`src/rtl/bin2bcd_seq.sv`:
```
// bin2bcd_seq -- sequential 14-bit binary to 4-digit packed BCD converter.
//
// Uses the double-dabble algorithm, one bit per clock: a conversion accepted
// at edge E0 finishes at edge E14 and pulses done in the following cycle.
// A 5-digit scratch register keeps inputs up to 16383 exact; the fifth
// (ten-thousands) digit only drives overflow.
//
// Optional build macro:
//   BIN2BCD_SATURATE_EN  when defined, results above 9999 show 16'h9999;
//                        otherwise they show the low four digits.
//
// Ports:
//   clock     in   1   sole clock, rising edge
//   reset     in   1   asynchronous active-high reset
//   bin       in  14   unsigned value, sampled when a start is accepted
//   start     in   1   conversion request (pulse or level)
//   dp_pos    in   2   decimal-point digit index, 0 = rightmost
//   dp_en     in   1   decimal-point enable
//   value     out 16   packed BCD result, [15:12] most significant
//   dots      out  4   one-hot decimal-point mask aligned to value digits
//   busy      out  1   high while a conversion is running
//   done      out  1   one-cycle pulse when value/dots/overflow update
//   overflow  out  1   last converted bin exceeded 9999

module bin2bcd_seq (
  input  logic        clock,
  input  logic        reset,
  input  logic [13:0] bin,
  input  logic        start,
  input  logic [1:0]  dp_pos,
  input  logic        dp_en,
  output logic [15:0] value,
  output logic [3:0]  dots,
  output logic        busy,
  output logic        done,
  output logic        overflow
);

  typedef enum logic {IDLE, SHIFT} state_t;

  state_t      state_reg;
  logic [13:0] bin_reg;
  logic [19:0] scratch_reg;
  logic [3:0]  cnt_reg;
  logic [1:0]  dp_pos_reg;
  logic        dp_en_reg;

  logic [19:0] adj_next;
  logic [19:0] scratch_next;
  logic [15:0] value_next;
  logic [3:0]  dots_next;
  logic        overflow_next;

  // Add-3 correction on every BCD nibble that would reach 10+ after the shift.
  generate
    for (genvar gi = 0; gi < 5; gi++) begin : g_adj
      assign adj_next[gi*4 +: 4] = (scratch_reg[gi*4 +: 4] >= 4'd5)
                                   ? scratch_reg[gi*4 +: 4] + 4'd3
                                   : scratch_reg[gi*4 +: 4];
    end
  endgenerate

  // Shift the corrected digits left, pulling in the next binary MSB.
  assign scratch_next = {adj_next[18:0], bin_reg[13]};

  // Final-result decode; only meaningful on the last iteration.
  assign overflow_next = |scratch_next[19:16];
  assign dots_next     = dp_en_reg ? (4'b0001 << dp_pos_reg) : 4'b0000;

`ifdef BIN2BCD_SATURATE_EN
  assign value_next = overflow_next ? 16'h9999 : scratch_next[15:0];
`else
  assign value_next = scratch_next[15:0];
`endif

  always_ff @(posedge clock or posedge reset) begin
    if (reset) begin
      state_reg   <= IDLE;
      bin_reg     <= '0;
      scratch_reg <= '0;
      cnt_reg     <= '0;
      dp_pos_reg  <= '0;
      dp_en_reg   <= 1'b0;
      value       <= 16'h0000;
      dots        <= 4'b0000;
      busy        <= 1'b0;
      done        <= 1'b0;
      overflow    <= 1'b0;
    end else begin
      done <= 1'b0;
      case (state_reg)
        IDLE: begin
          if (start) begin
            bin_reg     <= bin;
            dp_pos_reg  <= dp_pos;
            dp_en_reg   <= dp_en;
            scratch_reg <= '0;
            cnt_reg     <= '0;
            busy        <= 1'b1;
            state_reg   <= SHIFT;
          end
        end
        SHIFT: begin
          scratch_reg <= scratch_next;
          bin_reg     <= {bin_reg[12:0], 1'b0};
          cnt_reg     <= cnt_reg + 4'd1;
          // cnt_reg == 13 marks the 14th iteration (edge E14).
          if (cnt_reg == 4'd13) begin
            value     <= value_next;
            dots      <= dots_next;
            overflow  <= overflow_next;
            busy      <= 1'b0;
            done      <= 1'b1;
            state_reg <= IDLE;
          end
        end
        default: state_reg <= IDLE;
      endcase
    end
  end

endmodule

```
`config.mk`:
```
export PLATFORM = sky130hd
export DESIGN_NAME = bin2bcd_seq
export DESIGN_NICKNAME = d
export VERILOG_FILES = /design/src/rtl/bin2bcd_seq.sv
export SDC_FILE = /design/constraint.sdc
export NUM_CORES = 1
export LEC_CHECK = 0
export ABC_CLOCK_PERIOD_IN_PS = 2300
export CAP_MARGIN = 20
export CORE_ASPECT_RATIO = 0.7
export CORE_UTILIZATION = 56
export CTS_BUF_LIST = sky130_fd_sc_hd__clkbuf_4 sky130_fd_sc_hd__clkbuf_8
export DETAILED_ROUTE_END_ITERATION = 16
export PLACE_DENSITY_LB_ADDON = 0.12
export SKIP_CTS_REPAIR_TIMING = 1
export SLEW_MARGIN = 30
export SYNTH_ARGS = -nofsm -noshare
export SYNTH_HDL_FRONTEND = slang
export SYNTH_SLANG_ARGS = --single-unit
```
`constraint.sdc`:
```
create_clock -name clock -period 2.3 [get_ports clock]
set_clock_uncertainty 0.05 [all_clocks]
set_input_delay 0.46 -clock clock [delete_from_list [all_inputs] [get_ports clock]]
set_output_delay 0.46 -clock clock [all_outputs]
set_load 0.005 [all_outputs]
```
==> impl_summary.txt, run 1 <==
----------------------------------------------------
[Status]
  Status ... finished clean

[Min path]
  Start point of the worst hold path ... dots[2]
  Depth of the worst hold-timing path ... 2
  Classification of the worst-slack hold path ... flip-flop to flip-flop
  Endpoint of the worst hold-timing path ... dots[2]

[Detailed routing]
  Residual DRC ... 0
  Routed via count divided by cell count ... around 5.3
  Overall via count from detail_route ... 2279
  First DRT Iteration DRCs ... 170
  Post-detailed-route wirelength per cell ... 13.5 um
  Total wirelength of the detailed-routed design ... about 5.8 mm
  Detailed-routing iteration count for the pre-antenna-repair pass ... 4
  Antenna-violating nets left ... 0

[Worst setup path]
  R2r setup slk ... 0.52 ns
  Highest fanout seen on the critical path ... 5
  Data arrival time of the critical path ... 1.98 ns
  Required time of the critical path ... between 2 and 3 ns
  Sequence of cells on the critical path ... inv_1, ha_1, nand2b_1, a21oi_1, mux2_2, o22ai_1
  Startpoint of the lowest-slack register-to-register path ... scratch_reg[8]
  Worst reg2reg path endpoint ... scratch_reg[10]
  Type of the worst setup path ... flip-flop to flip-flop
  Critical path launch point type ... flip-flop
  Buf+Inv Stages, Crit Path ... 1
  Number of cell instances on the worst register-to-register path ... 6
  Crit path capture type ... flip-flop
  CP peak stage delay ... between 0.4 and 0.5 ns
  Highest-delay cell along the critical path ... sky130_fd_sc_hd__dfrtp_1
  Largest delay contributor family on the critical path ... compound AO/OA/AOI/OAI gates

[GRT]
  Number of antenna violations at the first check in global routing ... 0
  Wire length of the first global-routing pass ... 10.1 mm
  GRT overflow ... 0
  Vias in the first global route ... roughly 2200
  Maximum number of pins on one net before global-route repair ... 66
  GR Util All Layers ... 0.226

[Die]
  Vertical die dimension ... between 60 and 70 um
  Die W ... 90.8 um
  Floorplan Core Area ... 0.00529 mm^2
  Placement row count ... 22
  Effective utilization at floorplan ... 0.585
  Number of top-level design ports ... 43
  Die area ... 0.00582 mm^2

[Timing]
  Crit path time final ... 1.78 ns
  Hold Fails Final Rpt ... 0
  Setup TNS ... 0 ns
  Final setup violation count ... 0
  Final max-slew violation count ... 0
  Final worst-path cycle share ... 0.775
  Worst Max-Slew Pin Slew ... 0.624 ns
  Slew margin rel. ... 0.583
  Highest clock rate ... ~560 MHz
  Unrepaired setup endpoints after global routing ... false

[Clock network]
  Root Driver ... sky130_fd_sc_hd__clkbuf_8
  CTS sink cnt ... 65
  Clock tree from TritonCTS ... yes
  Clock latency at the later pin of the worst-skew pair ... 0.34 ns
  Clock-pin transition on the worst setup and hold timing paths ... 0.07 ns
  Maximum level of the CTS H-tree ... 3
  Number of clock buffers inserted by TritonCTS ... 9
  Number of buffers between clock root and the deepest sink ... 2

[Finish]
  Fillers ... 409
  Fin cells ... 428
  Area delta synth->final ... 22.9%
  Most frequent cells in the layout ... sky130_fd_sc_hd__dfrtp_1 (65), sky130_fd_sc_hd__nand2_1 (53), sky130_fd_sc_hd__clkdlybuf4s50_1 (42), sky130_fd_sc_hd__o21ai_0 (40), sky130_fd_sc_hd__mux2i_1 (18)
  Total number of nets in the final design ... 384
  Proportion of layout cells with a drive suffix above 1 ... 0.104
  Number of flip-flops under the largest register name ... 20
  Most common cell after layout, fill and taps aside ... sky130_fd_sc_hd__dfrtp_1
  Antenna Cells ... 0

[Logic synthesis]
  Cells after Synth ... 305
  EDFF count, synth ... 0
  Synthesized cell area ... 0.00309 mm^2
  Primary FF master, synth ... sky130_fd_sc_hd__dfrtp_1
  Number of storage elements in the synthesis netlist ... 65
  Proportion of synthesized chip area in sequential cells ... 0.527
  Async S/R FF share, synth ... 1.00
  Number of different library cells in the post-synthesis netlist ... 37
  Mean area per synthesized cell ... ~10 um^2
  Yosys warning total ... 0
  Synth Net Count ... 337

[Placement]
  Post-DP HPWL ... 3.93 mm
  Cell count after placement ... 413
  Number of buffer cells added on primary ports ... 42
  Weighted congestion at the end of routability-driven global placement ... 0.785

[Power and ir drop]
  Switching power ... approximately 1800 uW
  Max VDD drop ... 0.000834 V
  Areal power density over the cells ... 1330 mW/mm^2
  Share of power burned in the clock network ... 0.186
  Switching Share ... 0.358
  Design internal power ... 3250 uW
  Static leakage ... 0.00175 uW
  Seq pwr share ... 0.403
  Fraction of power consumed by combinational cells ... 0.411

[Run]
  Max cap viols ... 0

----------------------------------------------------
## how the worst max path moves through the flow
stage / slack [ns] / cells past startpoint / startpoint / end
floorplan: 0.16 / 1 / reset / bin_reg[0]
global placement: 0.33 / 5 / start / scratch_reg[15]
detailed placement: 0.30 / 5 / start / scratch_reg[15]
CTS: 0.49 / 6 / scratch_reg[8] / scratch_reg[10]
global route: 0.40 / 6 / scratch_reg[8] / value[10]
finish: 0.52 / 6 / scratch_reg[8] / scratch_reg[10]
## cell type report
cell class,instances,area [um^2],area share
timing repair buffer,50,493,0.130
tap,72,90.1,0.0237
inverter,16,60.1,0.0158
sequential,65,1630,0.428
multi-input combinational,210,1330,0.351
clock inverter,5,56.3,0.0148
clock buffer,10,138,0.0363
## worst reg2reg max path, cell delays in order (launching register included)
cell                       delay [ns]
sky130_fd_sc_hd__dfrtp_1         0.42
sky130_fd_sc_hd__inv_1           0.11
sky130_fd_sc_hd__ha_1            0.24
sky130_fd_sc_hd__nand2b_1        0.09
sky130_fd_sc_hd__a21oi_1         0.25
sky130_fd_sc_hd__mux2_2          0.38
sky130_fd_sc_hd__o22ai_1         0.17
## cells in the mapped netlist (2+ instances only)
| library cell | number | area [um^2] |
|---|---|---|
| sky130_fd_sc_hd__a21o_1 | 5 | 37.5 |
| sky130_fd_sc_hd__a21oi_1 | 13 | 65.1 |
| sky130_fd_sc_hd__a21oi_2 | 2 | 17.5 |
| sky130_fd_sc_hd__a31o_2 | 2 | 17.5 |
| sky130_fd_sc_hd__and3_1 | 4 | 25.0 |
| sky130_fd_sc_hd__buf_2 | 5 | 25.0 |
| sky130_fd_sc_hd__buf_4 | 3 | 22.5 |
| sky130_fd_sc_hd__clkbuf_1 | 6 | 22.5 |
| sky130_fd_sc_hd__dfrtp_1 | 65 | 1630 |
| sky130_fd_sc_hd__ha_1 | 12 | 150 |
| sky130_fd_sc_hd__inv_1 | 15 | 56.3 |
| sky130_fd_sc_hd__mux2_2 | 6 | 67.6 |
| sky130_fd_sc_hd__mux2i_1 | 18 | 180 |
| sky130_fd_sc_hd__nand2_1 | 53 | 199 |
| sky130_fd_sc_hd__nand2b_1 | 5 | 31.3 |
| sky130_fd_sc_hd__nand3_1 | 4 | 20.0 |
| sky130_fd_sc_hd__nor2_1 | 8 | 30.0 |
| sky130_fd_sc_hd__nor3_1 | 3 | 15.0 |
| sky130_fd_sc_hd__nor3b_1 | 7 | 52.6 |
| sky130_fd_sc_hd__o21ai_0 | 40 | 200 |
| sky130_fd_sc_hd__o22ai_1 | 9 | 56.3 |
| sky130_fd_sc_hd__o31ai_1 | 2 | 15.0 |
| sky130_fd_sc_hd__xnor2_1 | 4 | 35.0 |
## cell families (layout without fill, tap and decap cells)
kind of cell | Yosys count | count (layout) | share of synthesized area
mux | 24 | 24 | 0.0802
xor+xnor | 4 | 4 | 0.0113
buf+inv | 30 | 81 | 0.0421
fa+ha+maj | 12 | 12 | 0.0486
compound gates | 81 | 81 | 0.154
simple gates | 89 | 89 | 0.137
flops | 65 | 65 | 0.527
## stage by stage
stage               power [uW]  setup slack [ns]  hold slack [ns]  utilization  cell area, um^2
CTS                       5100             0.493            0.424        0.718             3800
floorplan                 3390             0.164            0.399            -             3090
global route              5500             0.404            0.456        0.718             3800
finish                    5060             0.516            0.415        0.718             3800
global placement          4040             0.330            0.400        0.682             3600
detailed placement        4120             0.304            0.408        0.682             3600
## metal layers
metal / vias up / global-route usage / part of all wire
li1: 1154 / - / -
met1: 1081 / 0.318 / 0.51
met2: 40 / 0.342 / 0.45
met3: 4 / 0.0643 / 0.037
met4: 0 / 0.0714 / 0.0062
met5: - / 0 / 0
## power by group through the flow
| stage | combinational, uW | sequential [uW] | clock [uW] |
|---|---|---|---|
| after global routing | 2370 | 2110 | 1010 |
| after CTS | 2100 | 2040 | 961 |
| after detailed placement | 2080 | 2050 | 0 |
| final | 2080 | 2040 | 942 |
| after floorplan | 1410 | 1980 | 0 |
| after global placement | 2010 | 2030 | 0 |
No activity file was read; power rests on OpenSTA's default activity.
==> run 2: changes to the inputs <==
Settings changed: ABC_CLOCK_PERIOD_IN_PS 2300 to 1800.
Clock period 2.3 ns to 1.8 ns, I/O delays scaled along.
==> impl_summary.txt, run 2 (synthesis gave the netlist of run 1 again) <==
----------------------------------------------------
[Clock network]
  Clock tree from TritonCTS ... yes
  Number of buffers between clock root and the deepest sink ... 2 (unchanged)
  Clock latency at the later pin of the worst-skew pair ... 0.34 ns (about the same)
  Root Driver ... sky130_fd_sc_hd__clkbuf_8
  Number of clock buffers inserted by TritonCTS ... 9 (unchanged)
  Clock-pin transition on the worst setup and hold timing paths ... 0.07 ns (about the same)
  Maximum level of the CTS H-tree ... 3 (unchanged)
  CTS sink cnt ... 65 (unchanged)

[GRT]
  GR Util All Layers ... 0.235 (+0.00879)
  Number of antenna violations at the first check in global routing ... 0 (unchanged)
  Wire length of the first global-routing pass ... 10.5 mm (+3.7%)
  GRT overflow ... 0 (unchanged)
  Vias in the first global route ... 2245 (+3.8%)
  Maximum number of pins on one net before global-route repair ... 66 (unchanged)

[Timing]
  Crit path time final ... 1.70 ns (-0.0797 ns)
  Slew margin rel. ... 0.751 (+0.168)
  Highest clock rate ... 587 MHz (+4.7%)
  Setup TNS ... 0 ns (unchanged)
  Final worst-path cycle share ... 0.947 (+0.171)
  Worst Max-Slew Pin Slew ... 0.372 ns (-0.252 ns)
  Final setup violation count ... 0 (unchanged)
  Hold Fails Final Rpt ... 0 (unchanged)
  Final max-slew violation count ... 0 (unchanged)

[Worst setup path]
  CP peak stage delay ... 0.44 ns (+0.02 ns)
  Buf+Inv Stages, Crit Path ... 0 (-1)
  Type of the worst setup path ... flip-flop to flip-flop
  Worst reg2reg path endpoint ... overflow
  Sequence of cells on the critical path ... ha_1, nand2b_1, a211oi_2, o211ai_1, o32a_1
  Data arrival time of the critical path ... 1.88 ns (-0.10 ns)
  Highest-delay cell along the critical path ... sky130_fd_sc_hd__dfrtp_1
  Highest fanout seen on the critical path ... 5 (unchanged)
  Startpoint of the lowest-slack register-to-register path ... scratch_reg[16]
  Number of cell instances on the worst register-to-register path ... 5 (-1)
  Critical path launch point type ... flip-flop
  Crit path capture type ... flip-flop
  Required time of the critical path ... 1.97 ns (-0.53 ns)
  R2r setup slk ... 0.1 ns (-0.42 ns)
  Largest delay contributor family on the critical path ... compound AO/OA/AOI/OAI gates

[Power and ir drop]
  Switching power ... 2380 uW (+31%)
  Design internal power ... 4620 uW (+42%)
  Switching Share ... 0.339 (-0.0186)
  Fraction of power consumed by combinational cells ... 0.395 (-0.016)
  Areal power density over the cells ... 1780 mW/mm^2 (+34%)
  Max VDD drop ... 0.00131 V (+57%)
  Static leakage ... 0.00180 uW (+3.1%)
  Pwr Total ... 7000 uW (+38%)
  Seq pwr share ... 0.373 (-0.030)
  Share of power burned in the clock network ... 0.232 (+0.046)

[Finish]
  Most common cell after layout, fill and taps aside ... sky130_fd_sc_hd__dfrtp_1
  Fillers ... 382 (-6.6%)
  Core Util, Final ... 0.743 (+0.0244)
  Antenna Cells ... 0 (unchanged)
  Total number of nets in the final design ... 388 (+1.0%)
  Proportion of layout cells with a drive suffix above 1 ... 0.127 (+0.0235)
  Area taken by flip-flops and latches ... 0.00163 mm^2 (unchanged)
  Area delta synth->final ... 27.1%
  Most frequent cells in the layout ... sky130_fd_sc_hd__dfrtp_1 (65), sky130_fd_sc_hd__nand2_1 (53), sky130_fd_sc_hd__clkdlybuf4s50_1 (42), sky130_fd_sc_hd__o21ai_0 (40), sky130_fd_sc_hd__mux2i_1 (17)
  Multi-input gate area ... 0.00135 mm^2 (+1.1%)
  Number of flip-flops under the largest register name ... 20 (unchanged)

[Status]
  Status ... finished clean

[Detailed routing]
  Routed via count divided by cell count ... 5.48 (+2.8%)
  Detailed-routing iteration count for the pre-antenna-repair pass ... 6 (+2)
  Overall via count from detail_route ... 2371 (+4.0%)
  First DRT Iteration DRCs ... 141 (-17%)
  Total wirelength of the detailed-routed design ... 5.95 mm (+2.7%)
  Antenna-violating nets left ... 0 (unchanged)
  Post-detailed-route wirelength per cell ... 13.7 um (+1.5%)
  Residual DRC ... 0 (unchanged)

[Die]
  Die W ... 90.8 um (unchanged)
  Effective utilization at floorplan ... 0.585 (unchanged)
  Vertical die dimension ... 64.1 um (unchanged)
  Floorplan Core Area ... 0.00529 mm^2 (unchanged)
  Number of top-level design ports ... 43 (unchanged)
  Die area ... 0.00582 mm^2 (unchanged)
  Placement row count ... 22 (unchanged)

[Placement]
  Post-DP HPWL ... 3.99 mm (+1.6%)
  Number of buffer cells added on primary ports ... 42 (unchanged)
  Weighted congestion at the end of routability-driven global placement ... 0.816 (+3.9%)

[Run]
  Max cap viols ... 0 (unchanged)

[Min path]
  Classification of the worst-slack hold path ... input pin to asynchronous set/reset pin

----------------------------------------------------
-- run 2: changes by cell type in the layout (fill, tap and decap cells not counted), sizes merged --
cell,delta
clkinv,-1
buf,+4
inv,-1
bufinv,+3
-- run 2: worst max-delay path by stage --
stage / startpoint / end / cells after the start
2_1_floorplan: scratch_reg[8] / scratch_reg[10] / 6
3_3_place_gp: start / dp_pos_reg[0] / 4
3_5_place_dp: start / dp_pos_reg[1] / 4
4_1_cts: scratch_reg[16] / overflow / 5
5_1_grt: scratch_reg[16] / overflow / 6
6_report: scratch_reg[16] / overflow / 5
-- run 2: metal layers --
layer | share of wire | vias to the layer above | global-route usage
li1 | - | 1159 | -
met1 | 0.50 | 1143 | 0.324
met2 | 0.43 | 58 | 0.351
met3 | 0.051 | 11 | 0.0655
met4 | 0.015 | 0 | 0.0972
met5 | 0 | - | 0
-- run 2: tightest hold or removal path, delay by kind of cell --
family	cells	cell delay (ns)
buffers and inverters	3	0.83
-- run 2: power groups by stage --
stage,registers (uW),logic [uW],clock network [uW]
finish,2610,2770,1620
global route,2710,3130,1700
CTS,2600,2750,1640
detailed placement,2620,2710,0
global placement,2600,2620,0
floorplan,2520,1810,0
-- run 2: cell type report --
| cell class | instances | area share |
|---|---|---|
| sequential | 65 | 0.414 |
| multi-input combinational | 210 | 0.343 |
| timing repair buffer | 54 | 0.136 |
| clock buffer | 10 | 0.0335 |
| clock inverter | 6 | 0.0332 |
| tap | 72 | 0.0230 |
| inverter | 16 | 0.0163 |
-- run 2: per-stage QoR --
step	instance area [um^2]	hold WS, ns	setup slack (ns)	cells
2_1_floorplan	3090	0.399	0.216	305
3_3_place_gp	3650	0.400	0.108	417
3_5_place_dp	3650	0.408	0.0535	417
4_1_cts	3910	0.403	0.0856	433
5_1_grt	3930	0.415	-0.00147	433
6_report	3930	0.395	0.0962	433
